--- src/rtl/xbar_pkg.sv ---
// Shared types and constants for the stream crossbar output port.
// The optional packet counter (XBAR_OUT_PKT_CNT_EN) lives in xbar_output_port.
package xbar_pkg;

    localparam int XBAR_T_DATA_WIDTH = 8;
    localparam int XBAR_S_DATA_COUNT = 2;
    localparam int XBAR_M_DATA_COUNT = 3;

    // A single source still needs a 1-bit id field.
    function automatic int xbar_id_width(input int count);
        return (count > 1) ? $clog2(count) : 1;
    endfunction

    localparam int XBAR_T_ID_WIDTH = xbar_id_width(XBAR_S_DATA_COUNT);

    typedef enum logic [0:0] {
        XBAR_OUT_IDLE   = 1'b0,
        XBAR_OUT_LOCKED = 1'b1
    } xbar_out_state_e;

    typedef struct packed {
        logic [XBAR_T_DATA_WIDTH-1:0] data;
        logic                         last;
        logic [XBAR_T_ID_WIDTH-1:0]   id;
    } xbar_entry_t;

endpackage

--- src/rtl/stream_skid_fifo.sv ---
// Two-entry in-order FIFO with registered head and occupancy count.
// Pushes while full and pops while empty are ignored.
module stream_skid_fifo #(
    parameter int W = 8
) (
    input  logic         clk_i,
    input  logic         rst_i,
    input  logic         push_i,
    input  logic [W-1:0] data_i,
    input  logic         pop_i,
    output logic [W-1:0] data_o,
    output logic         valid_o,
    output logic [1:0]   count_o
);

    logic [1:0][W-1:0] mem_q, mem_d;
    logic              wr_ptr_q, wr_ptr_d;
    logic              rd_ptr_q, rd_ptr_d;
    logic [1:0]        count_q, count_d;
    logic              do_push, do_pop;

    always_comb begin
        mem_d    = mem_q;
        wr_ptr_d = wr_ptr_q;
        rd_ptr_d = rd_ptr_q;
        count_d  = count_q;
        do_push  = push_i && (count_q != 2'd2);
        do_pop   = pop_i && (count_q != 2'd0);
        if (do_push) begin
            mem_d[wr_ptr_q] = data_i;
            wr_ptr_d        = ~wr_ptr_q;
        end
        if (do_pop) begin
            rd_ptr_d = ~rd_ptr_q;
        end
        case ({do_push, do_pop})
            2'b10:   count_d = count_q + 2'd1;
            2'b01:   count_d = count_q - 2'd1;
            default: count_d = count_q;
        endcase
    end

    always_ff @(posedge clk_i) begin
        if (rst_i) begin
            mem_q    <= '0;
            wr_ptr_q <= 1'b0;
            rd_ptr_q <= 1'b0;
            count_q  <= 2'd0;
        end else begin
            mem_q    <= mem_d;
            wr_ptr_q <= wr_ptr_d;
            rd_ptr_q <= rd_ptr_d;
            count_q  <= count_d;
        end
    end

    assign data_o  = mem_q[rd_ptr_q];
    assign valid_o = (count_q != 2'd0);
    assign count_o = count_q;

endmodule

--- src/rtl/xbar_output_port.sv ---
// Crossbar output port: locks onto the granted source for a whole packet and buffers its beats.
// Defining XBAR_OUT_PKT_CNT_EN adds a saturating completed-packet counter on pkt_cnt_o.
module xbar_output_port
    import xbar_pkg::*;
#(
    parameter int  T_DATA_WIDTH = XBAR_T_DATA_WIDTH,
    parameter int  S_DATA_COUNT = XBAR_S_DATA_COUNT,
    parameter int  M_DATA_COUNT = XBAR_M_DATA_COUNT,
    localparam int T_ID___WIDTH = xbar_id_width(S_DATA_COUNT)
) (
    input  logic                                     clk_i,
    input  logic                                     rst_i,
    input  logic [S_DATA_COUNT-1:0]                  req_mask_i,
    input  logic [T_ID___WIDTH-1:0]                  grant_i,
    input  logic [S_DATA_COUNT-1:0][T_DATA_WIDTH-1:0] s_data_i,
    input  logic [S_DATA_COUNT-1:0]                  s_last_i,
    input  logic [S_DATA_COUNT-1:0]                  s_valid_i,
    output logic [S_DATA_COUNT-1:0]                  s_ready_o,
    output logic [T_DATA_WIDTH-1:0]                  m_data_o,
    output logic                                     m_last_o,
    output logic [T_ID___WIDTH-1:0]                  m_id_o,
    output logic                                     m_valid_o,
    input  logic                                     m_ready_i,
    output logic                                     busy_o,
    output logic                                     pkt_done_o
`ifdef XBAR_OUT_PKT_CNT_EN
    ,
    output logic [15:0]                              pkt_cnt_o
`endif
);

    if (S_DATA_COUNT < 1 || M_DATA_COUNT < 1) begin : g_bad_cfg
        $error("xbar_output_port needs at least one source and one output port");
    end

    typedef struct packed {
        logic [T_DATA_WIDTH-1:0] data;
        logic                    last;
        logic [T_ID___WIDTH-1:0] id;
    } entry_t;

    xbar_out_state_e         state_q, state_d;
    logic [T_ID___WIDTH-1:0] lock_id_q, lock_id_d;
    logic                    pkt_done_q, pkt_done_d;
    logic                    grant_req;
    logic                    accept;
    logic                    fifo_full;
    logic [1:0]              fifo_count;
    entry_t                  push_entry;
    entry_t                  head_entry;

    // Ready is derived from registered state only, so accept never depends on m_ready_i.
    assign fifo_full = (fifo_count == 2'd2);
    assign grant_req = (int'(grant_i) < S_DATA_COUNT) && req_mask_i[grant_i];
    assign accept    = (state_q == XBAR_OUT_LOCKED) && !fifo_full && s_valid_i[lock_id_q];

    always_ff @(posedge clk_i) begin
        if (rst_i) begin
            state_q    <= XBAR_OUT_IDLE;
            lock_id_q  <= '0;
            pkt_done_q <= 1'b0;
        end else begin
            state_q    <= state_d;
            lock_id_q  <= lock_id_d;
            pkt_done_q <= pkt_done_d;
        end
    end

    always_comb begin
        state_d    = state_q;
        lock_id_d  = lock_id_q;
        pkt_done_d = 1'b0;
        case (state_q)
            XBAR_OUT_IDLE: begin
                if (grant_req) begin
                    state_d   = XBAR_OUT_LOCKED;
                    lock_id_d = grant_i;
                end
            end
            XBAR_OUT_LOCKED: begin
                if (accept && s_last_i[lock_id_q]) begin
                    state_d    = XBAR_OUT_IDLE;
                    pkt_done_d = 1'b1;
                end
            end
            default: state_d = XBAR_OUT_IDLE;
        endcase
    end

    always_comb begin
        s_ready_o = '0;
        busy_o    = 1'b0;
        if (state_q == XBAR_OUT_LOCKED) begin
            busy_o               = 1'b1;
            s_ready_o[lock_id_q] = !fifo_full;
        end
    end

    assign push_entry = '{data: s_data_i[lock_id_q], last: s_last_i[lock_id_q], id: lock_id_q};

    stream_skid_fifo #(
        .W ($bits(entry_t))
    ) u_fifo (
        .clk_i   (clk_i),
        .rst_i   (rst_i),
        .push_i  (accept),
        .data_i  (push_entry),
        .pop_i   (m_valid_o && m_ready_i),
        .data_o  (head_entry),
        .valid_o (m_valid_o),
        .count_o (fifo_count)
    );

    assign m_data_o   = head_entry.data;
    assign m_last_o   = head_entry.last;
    assign m_id_o     = head_entry.id;
    assign pkt_done_o = pkt_done_q;

`ifdef XBAR_OUT_PKT_CNT_EN
    logic [15:0] pkt_cnt_q, pkt_cnt_d;

    always_comb begin
        pkt_cnt_d = pkt_cnt_q;
        if (pkt_done_q && (pkt_cnt_q != 16'hFFFF)) begin
            pkt_cnt_d = pkt_cnt_q + 16'd1;
        end
    end

    always_ff @(posedge clk_i) begin
        if (rst_i) begin
            pkt_cnt_q <= 16'd0;
        end else begin
            pkt_cnt_q <= pkt_cnt_d;
        end
    end

    assign pkt_cnt_o = pkt_cnt_q;
`else
`endif

endmodule

--- config.mk ---
export PLATFORM = sky130hd
export DESIGN_NAME = xbar_output_port
export DESIGN_NICKNAME = d
export VERILOG_FILES = /design/src/rtl/xbar_pkg.sv /design/src/rtl/stream_skid_fifo.sv /design/src/rtl/xbar_output_port.sv
export SDC_FILE = /design/constraint.sdc
export NUM_CORES = 1
export LEC_CHECK = 0
export CORE_MARGIN = 10
export CORE_UTILIZATION = 50
export DETAILED_ROUTE_END_ITERATION = 10
export GPL_TIMING_DRIVEN = 0
export PLACE_DENSITY_LB_ADDON = 0.15
export SLEW_MARGIN = 20
export SYNTH_ARGS = -nofsm -noshare
export SYNTH_HDL_FRONTEND = slang
export SYNTH_SLANG_ARGS = --single-unit
export TNS_END_PERCENT = 10
--- constraint.sdc ---
create_clock -name clk_i -period 4.2 [get_ports clk_i]
set_input_delay 1.05 -clock clk_i [delete_from_list [all_inputs] [get_ports clk_i]]
set_output_delay 1.05 -clock clk_i [all_outputs]
set_load 0.03 [all_outputs]
==> results of run 1 <==
-- kinds of logic after synthesis --
group,after synthesis,synth area share (%)
xor gates and xnor gates,3,1.89
DFF,27,38.8
and+or+nand+nor,43,19.0
muxes,42,31.2
buffers and inverters,10,3.96
adders and majority gates,1,0.899
AOI/OAI and AO/OA,10,4.23
-- routing by layer --
metal	routed length, µm	global-route usage (%)	up-vias
li1	-	-	555
met1	1360	13.1	529
met2	1870	23.9	17
met3	162	3.54	4
met4	29	3.59	0
met5	0	0	-
-- metrics by stage --
step,std cells,power (mW)
5_1_grt,211,0.670
6_report,211,0.641
3_3_place_gp,207,0.525
4_1_cts,211,0.645
2_1_floorplan,136,0.450
3_5_place_dp,207,0.532
-- sequential cells by signal (all words and copies together) (netlist names) --
signal,count
u_fifo.mem_q,20
u_fifo.count_o,2
pkt_done_o,1
state_q,1
u_fifo.rd_ptr_q,1
u_fifo.wr_ptr_q,1
lock_id_q,1
-- placed cells by master, fill, tap and decap left out, drive strengths merged, types with 2 or more instances in the layout --
cell type | synthesis | routed
clkdlybuf4s50 | 0 | 40
mux2i | 31 | 31
dfxtp | 27 | 27
nand2b | 22 | 22
mux2 | 11 | 11
or2 | 10 | 10
clkbuf | 4 | 7
a21oi | 4 | 4
buf | 4 | 4
nor2 | 3 | 3
o21ai | 3 | 3
inv | 2 | 2
nor2b | 2 | 2
xnor2 | 2 | 2
-- worst max path at each step --
| stage | end | slack [ps] |
|---|---|---|
| after floorplan | s_ready_o[0] | 1720 |
| after global placement | m_id_o | 1300 |
| after detailed placement | m_id_o | 1320 |
| after CTS | m_id_o | 940 |
| after global routing | m_last_o | 850 |
| final | m_id_o | 950 |
-- critical path, cell delays in order (launching register included) --
cell and delay, ps:
dfxtp_1 360, clkbuf_1 500, mux2_2 420, clkdlybuf4s50_1 600
-- area by class of cell --
class                   count  area, µm²
multi-input cells          99        796
clock buffers               3       22.5
well taps                  31       38.8
inverters                   2       7.51
clock inverters             1       5.00
flip-flops and latches     27        541
repair buffers             40        400
fillers                   226        852
plain buffers               8       47.5
-- power by group through the flow --
stage / registers [mW] / logic [mW] / clock network [mW]
after floorplan: 0.298 / 0.151 / 0
after global placement: 0.299 / 0.226 / 0
after detailed placement: 0.300 / 0.232 / 0
after CTS: 0.295 / 0.233 / 0.117
after global routing: 0.297 / 0.247 / 0.126
final: 0.294 / 0.229 / 0.117
==> reports/metrics.csv, run 1 <==
metric,value,unit
via/cell ratio,5.24,
clk sink count,27,
Worst EP required,3150,ps
DRC errors left,0,
area grow syn2layout,33.5,%
synth top area cells,"dfxtp_1 (39%), mux2i_1 (22%), nand2b_1 (9.9%)",
WHS Path Cells,2,
DIE AREA,5290,µm²
post-layout util,68.6,%
Post-synth ARST share,0,%
switching power total,0.209,mW
Longest Clk Path Bufs,2,
hold crit path type,flop to flop,
reg-to-reg startpoint,lock_id_q,
Yosys reg bits,27,
"Clk Latency, worst-skew pair",340,ps
P_leak,0.801,nW
DIE HEIGHT,72.8,µm
# setup viols final,0,
Worst Hold End,u_fifo.mem_q[5],
CTS Buf Count,3,
via count,1105,
Placer Congestion,0.756,
initial antenna violation count,0,
total track usage,12.7,%
number of synthesized flops with an enable pin,0,
status,completed,
Max VDD drop,0.250,mV
Final WS setup,953,ps
CTS tree,done,
Fin Setup TNS,0,ps
Comb pwr share,35.8,%
Setup Buffers After CTS,0,
Reg-to-Reg End,u_fifo.count_o[1],
Reg2Reg Depth,6,
Crit Path Max Fanout,10,
first-pass GRT wire length,5450,µm
post-synth top area cell,dfxtp_1,
largest net degree at the start of global routing,16,
Worst EP arrival,2200,ps
syn_nets,163,
Clock transition at path regs,160,ps
WS Path Type,flop to output port,
number of max-cap violations,0,
total inserted antenna cells,0,
die width,72.8,µm
Reg power frac,45.9,%
Critical Path Sink Type,output port,
WL per Instance,16.2,µm
reg2reg setup slack,2400,ps
Pre-antenna DRT Iters,2,
main flop type after synthesis,dfxtp_1,
WL final,3420,µm
worst hold margin,486,ps
Post-Synthesis Cells,136,
Least-Margin Pin Slew,636,ps
Starting Density,51.3,%
"count leader, synth",mux2i_1,
share of cells above drive strength 1,16.7,%
DP Wirelength,2640,µm
Hold Path Origin,u_fifo.mem_q[5],
unrepaired setup endpoints after global routing,false,
Clk pwr share,18.3,%
final hold vios,0,
Top Ports,41,
Max Freq,0.308,GHz
"top cells by count, synth","mux2i_1 (31), dfxtp_1 (27), nand2b_1 (22)",
fin area,1860,µm²
Ys Warns,0,
share of the clock period used by the worst path after layout,77.3,%
cts hold-fix bufs,0,
power per standard cell area,345,nW/µm²
Mapped Area,1390,µm²
post-route clock skew,17.8,ps
Antenna Nets Post-Route,0,
Switching Share,32.7,%
core area,2710,µm²
NumNets Final,208,
post-synth top area share,38.8,%
min Tclk post-route,3250,ps
grt ovf,0,
PortBufs,40,
placed instance area,1830,µm²
relative slew slack,57.6,%
Syn Area/Cell,10.2,µm²
number of global-route vias before repair,1169,
pre-CTS setup slack,1320,ps
drt initial violations,55,
Pint,0.432,mW
sequential element share of the synthesized area,38.8,%
Critical path origin,u_fifo.rd_ptr_q,
# resized after CTS,0,
Startpoint Class,flop,
Slew Limit Fails,0,
number of placement rows,19,
post-synth cell types,25,
clock root cell,clkbuf_4,
H-tree depth,1,
(Power assumes the default switching activity.)
==> run 2, diff against run 1 <==
--- a/config.mk
+++ b/config.mk
@@ -6,7 +6,7 @@
 export NUM_CORES = 1
 export LEC_CHECK = 0
 export CORE_MARGIN = 10
-export CORE_UTILIZATION = 50
+export CORE_UTILIZATION = 42
 export DETAILED_ROUTE_END_ITERATION = 10
 export GPL_TIMING_DRIVEN = 0
 export PLACE_DENSITY_LB_ADDON = 0.15
==> constraint.sdc (replaced) <==
create_clock -name clk_i -period 2.9 [get_ports clk_i]
set_input_delay 0.725 -clock clk_i [delete_from_list [all_inputs] [get_ports clk_i]]
set_output_delay 0.725 -clock clk_i [all_outputs]
set_load 0.03 [all_outputs]
==> run 2 against run 1 <==
Net effect:
- critical path depth up 1
- via count up 1.3%
- final area up 0.74%
- largest cell class unchanged
==> reports/metrics.csv, run 2 (same netlist as run 1, synthesis figures left out) <==
metric,value,unit,change
status,completed,,
max FFs per register,20,,unchanged
number of placement rows,20,,+1
drt initial violations,47,,-15%
Max Freq,0.371,GHz,
Top reg by flops,u_fifo.mem_q,,
WL per Instance,15.5,µm,-4.2%
number of global-route vias before repair,1241,,+6.2%
Pint,0.624,mW,+45%
number of max-cap violations,0,,unchanged
initial antenna violation count,0,,unchanged
Worst EP arrival,1970,ps,-230 ps
Placer Congestion,0.758,,+0.22%
most frequent cells in the layout,"clkdlybuf4s50_1 (40), mux2i_1 (31), dfxtp_1 (26), nand2b_1 (22), mux2_2 (11)",,
largest net degree at the start of global routing,16,,unchanged
H-tree depth,1,,unchanged
DRC errors left,0,,unchanged
Longest Clk Path Bufs,2,,unchanged
NumNets Final,207,,-0.48%
Fill cells,305,,+35%
total inserted antenna cells,0,,unchanged
Pre-antenna DRT Iters,4,,+2
Worst EP required,2170,ps,-980 ps
Comb pwr share,33.7,%,-2.1 points
first-pass GRT wire length,5860,µm,+7.5%
power per standard cell area,495,nW/µm²,+43%
P_leak,0.800,nW,about the same
worst hold margin,480,ps,-6.07 ps
min Tclk post-route,2690,ps,
PortBufs,40,,unchanged
Clk pwr share,17.9,%,-0.4 points
met2 Track Usage GR,20.3,%,-3.6 points
Startpoint Class,flop,,
DP Wirelength,2680,µm,+1.2%
Slew Limit Fails,0,,unchanged
Antenna Nets Post-Route,0,,unchanged
total track usage,11.8,%,-0.90 points
via count,1119,,+1.3%
die width,77.6,µm,+6.6%
share of cells above drive strength 1,17.3,%,+0.65 points
Starting Density,44.8,%,-6.5 points
core area,3100,µm²,+14%
"Clk Latency, worst-skew pair",320,ps,-20 ps
final hold vios,0,,unchanged
# setup viols final,0,,unchanged
unrepaired setup endpoints after global routing,false,,
Reg power frac,48.4,%,+2.5 points
Crit Path Max Fanout,10,,unchanged
Setup Buffers After CTS,0,,unchanged
clock root cell,clkbuf_4,,
WS Path Type,flop to output port,,
post-route clock skew,4.83,ps,-13.0 ps
Switching Share,32.6,%,-0.080 points
CTS Buf Count,3,,unchanged
WL final,3460,µm,+1.3%
DIE HEIGHT,77.6,µm,+6.6%
switching power total,0.302,mW,+44%
Top Ports,41,,unchanged
hold crit path type,flop to flop,,
DIE AREA,6010,µm²,+14%
Clock transition at path regs,150,ps,about the same
met3 Use GR,3.23,%,-0.31 points
Least-Margin Pin Slew,447,ps,-189 ps
GRT busiest layer,met2,,
Max VDD drop,0.344,mV,+37%
CTS tree,done,,
relative slew slack,70.2,%,+13 points
area grow syn2layout,34.5,%,
clk sink count,27,,unchanged
share of the clock period used by the worst path after layout,92.9,%,
cts hold-fix bufs,0,,unchanged
Fin Setup TNS,0,ps,unchanged
via/cell ratio,5.02,,-4.2%
Critical Path Sink Type,output port,,
"commonest non-fill, non-tap cell in the layout",clkdlybuf4s50_1,,
grt ovf,0,,unchanged
M1 GR Usage,13.4,%,+0.30 points
## run 2: cell count changes in the layout (fill, tap and decap cells not counted)
| cell | change |
|---|---|
| clkbuf_1 | -1 |
| dfxtp_1 | -1 |
| dfxtp_2 | +1 |
## run 2: area by class of cell
class	count	area, µm²	area share [%]
Clock buffer	3	22.5	1.20
Sequential cell	27	542	28.9
Buffer	7	43.8	2.34
Tap cell	44	55.1	2.94
Timing Repair Buffer	40	400	21.4
Inverter	2	7.51	0.401
Multi-Input combinational cell	99	796	42.5
Clock inverter	1	5.00	0.267
## run 2: final timing paths
path	start	to	slack, ps	depth (start not counted)
worst min-delay path	u_fifo.mem_q[0]	u_fifo.mem_q[0]	480	2
worst max register to register	lock_id_q	u_fifo.count_o[1]	1100	6
worst max-delay path	lock_id_q	s_ready_o[1]	210	4
worst min register to register	u_fifo.mem_q[0]	u_fifo.mem_q[0]	480	2
## run 2: worst max-delay path: stages, from the launching register on
cell and delay (ps):
dfxtp_1 350, buf_6 140, buf_2 280, and3_1 200
clkdlybuf4s50_1 670
## run 2: routing by layer
metal  vias up  wire length, µm
met3         4              149
met2        23             1810
li1        552                -
met4         0               42
met5         -                0
met1       540             1460
## run 2: timing repair
action | 4_1_cts | 5_1_grt
gates resized for setup | 0 | 1
setup endpoints to repair | 9 | 2
endpoints found under the hold margin | 0 | 0
cloned | 0 | 0
pin swaps | 0 | 0
## run 2: metrics by stage
step	instances	setup slack (ps)	utilization, %	instance area (µm²)	power (mW)
floorplan	136	748	-	1390	0.651
global placement	220	303	59.5	1850	0.765
detailed placement	220	300	59.5	1850	0.772
CTS	223	92.0	60.3	1870	0.934
global route	223	88.5	60.3	1870	0.983
finish	223	207	60.3	1870	0.926
## run 2: power by group through the flow
stage                     Combinational [mW]  Clock (mW)  Sequential, mW
after detailed placement               0.337           0           0.436
final                                  0.312       0.165           0.448
after CTS                              0.316       0.170           0.447
after floorplan                        0.219           0           0.432
after global placement                 0.332           0           0.433
after global routing                   0.334       0.194           0.455
==> patch: new RTL, settings of run 2 <==
Change the package constant `XBAR_S_DATA_COUNT` from 2 to 1.
--- a/src/rtl/xbar_pkg.sv
+++ b/src/rtl/xbar_pkg.sv
@@ -4,5 +4,5 @@
 
     localparam int XBAR_T_DATA_WIDTH = 8;
-    localparam int XBAR_S_DATA_COUNT = 2;
+    localparam int XBAR_S_DATA_COUNT = 1;
     localparam int XBAR_M_DATA_COUNT = 3;
 
Interface: changed (5 resized); port bits go from 41 to 29. The function was not compared with the original's and may differ.
==> patch against run 2 <==
- cell area down 15%
- synthesized area down 9.9%
- fmax decreased by 0.53%
- first-iteration DRC count decreased by 53%
- die area fell by 7.4%
- register-to-register slack improved by 110 ps
- worst setup slack got worse by 14 ps
- sequential cell count stayed put
- worst hold slack better by 4.3 ps
- wire length down 20%
- critical path type unchanged
- largest cell class unchanged
Power is not compared: it rests on default switching activity, and its combinational part moved more than twofold at a synthesized area within 25%.
==> patch: results (changes against run 2) <==
| Metric | Value |
|---|---|
| Status | `completed` |
| Area share of xor/xnor cells in the synthesized design | `0.02096 (+0.002073)` |
| I/O Buffers | `27 (-33%)` |
| Synth Area per Inst | `10.28 um2 (+0.45%)` |
| Largest reg by FF count | `u_fifo.mem_q` |
| Max H-tree Level | `1 (unchanged)` |
| Maximum vdd drop | `0.0001868 V` |
| Global placement routability congestion | `0.7372 (-2.7%)` |
| GRT Util Overall | `0.1043 (-0.01319)` |
| Static Leak | `0.6275 nW` |
| Vias post-DR | `927 (-17%)` |
| Max Fanout on Critical Path | `10 (unchanged)` |
| Worst slew margin | `0.6308 (-0.07134)` |
| Via density | `5.038 (+0.40%)` |
| Post-DP HPWL | `2.131 mm (-20%)` |
| ANT cells | `0 (unchanged)` |
| Worst r2r dst | `u_fifo.count_o[1]` |
| Placed cell count | `180 (-18%)` |
| Synth top area cells | `dfxtp_1 43%, mux2i_1 16%, nand2b_1 15%, mux2_2 9.0%, clkbuf_1 1.5%` |
| First-pass GRT wire length | `4.540 mm (-22%)` |
| Initial antenna violation count | `0 (unchanged)` |
| Number of global-route vias before repair | `969 (-22%)` |
| Mapped Nets | `138 (-15%)` |
| # fillers | `274 (-10%)` |
| Fraction of layout cells with a size suffix above 1 | `0.1373 (-0.03593)` |
| Critical path arrival | `1980 ps` |
| Worst Skew | `7.245 ps (+2.416 ps)` |
| Number of flip-flops in the largest register | `20 (unchanged)` |
| R2r startpoint | `u_fifo.count_o[0]` |
| Fraction of registers with async set/reset | `0 (unchanged)` |
| DRC viols | `0 (unchanged)` |
| Sequential share of the synthesized area | `0.4311 (+0.04265)` |
| Root buf cell | `clkbuf_4` |
| Final hold vios | `0 (unchanged)` |
| Netlist cell types | `26 (+4.0%)` |
| Setup bufs post-CTS | `0 (unchanged)` |
| Synth Area in Compound Gates | `0.03194 (-0.01033)` |
| Syn. warnings | `0 (unchanged)` |
| Nets | `170 (-18%)` |
| Crit path capture | `m_data_o[7]` |
| Commonest cells in the netlist | `31 x nand2b_1, 27 x dfxtp_1, 20 x mux2i_1` |
| Routed WL per cell | `15.14 um (-2.4%)` |
| Worst-skew pair later-pin latency | `320 ps (about the same)` |
| Reg clk slew, reported paths | `150 ps (about the same)` |
| Worst hold path class | `flip-flop to flip-flop` |
| Clk buf depth | `2 (unchanged)` |
| Multiplexer share of the synthesized area | `0.2495 (-0.06255)` |
| Reg2Reg Depth | `5 (-1)` |
| Iter 0 DRT Violations | `22 (-53%)` |
| Launch point of the critical path | `u_fifo.rd_ptr_q` |
| R2R setup slack | `1210 ps (+110 ps)` |
| Post-synthesis adder-cell area fraction | `0.009980 (+0.0009872)` |
## patch: cell types whose count changed after synthesis, sizes merged, moves of 2 or more
cell    change
or2         -9
nand2b      +9
mux2i      -11
buf         -3
nand2       +2
## patch: layout make-up
type	instances	area, um2	share of cell area
multi-input combinational	88	685.7	0.4308
sequential	27	540.5	0.3396
timing repair buffer	27	270.3	0.1698
tap	31	38.79	0.02437
buffer	6	25.02	0.01572
clock buffer	3	22.52	0.01415
clock inverter	1	5.005	0.003145
inverter	1	3.754	0.002358
## patch: per-layer routing
layer	vias to the layer above	global-route usage	wire, um
li1	472	-	-
met1	439	0.1250	1212
met2	14	0.1681	1371
met3	2	0.03679	179
met4	0	0.03992	21
met5	-	0	0
## patch: worst max-delay path: stages, from the launching register on
cell and delay, ps:
dfxtp_1 360, clkbuf_2 310, mux2_2 380, clkdlybuf4s50_1 610
## patch: cell families (layout without fill, tap and decap cells)
group,count (synthesis),in the layout
adders and majority gates,1,1
buffers and inverters,7,38
and+or+nand+nor,47,47
xor gates and xnor gates,3,3
AOI/OAI and AO/OA,7,7
muxes,30,30
DFF,27,27
## patch: timing repair
item,4_1_cts,5_1_grt
setup endpoints to repair,9,0
hold buffers,0,0
hold endpoints to repair,0,0
gates resized for setup,1,0
## patch: power by group
group | internal, mW | leakage, nW | switching, mW
combinational | 0.0759 | 0.391 | 0.0726
clock | 0.0516 | 0.0177 | 0.112
sequential | 0.384 | 0.218 | 0.0129
total | 0.512 | 0.627 | 0.197
## patch: worst min path at each step
stage,startpoint,to,depth (start not counted)
2_1_floorplan,u_fifo.mem_q[15],u_fifo.mem_q[15],2
3_3_place_gp,u_fifo.mem_q[19],u_fifo.mem_q[19],2
3_5_place_dp,u_fifo.mem_q[3],u_fifo.mem_q[3],2
4_1_cts,u_fifo.mem_q[3],u_fifo.mem_q[3],2
5_1_grt,u_fifo.mem_q[3],u_fifo.mem_q[3],2
6_report,u_fifo.mem_q[3],u_fifo.mem_q[3],2
## patch: per-stage QoR
stage / hold WS (ps) / setup WS [ps] / cell area [um2] / util
4_1_cts: 488.8 / 174.9 / 1592 / 0.5674
3_3_place_gp: 454.4 / 292.6 / 1563 / 0.5571
2_1_floorplan: 445.2 / 1061 / 1254 / -
6_report: 484.3 / 193.0 / 1592 / 0.5674
3_5_place_dp: 468.6 / 281.3 / 1563 / 0.5571
5_1_grt: 500.3 / 111.2 / 1592 / 0.5674
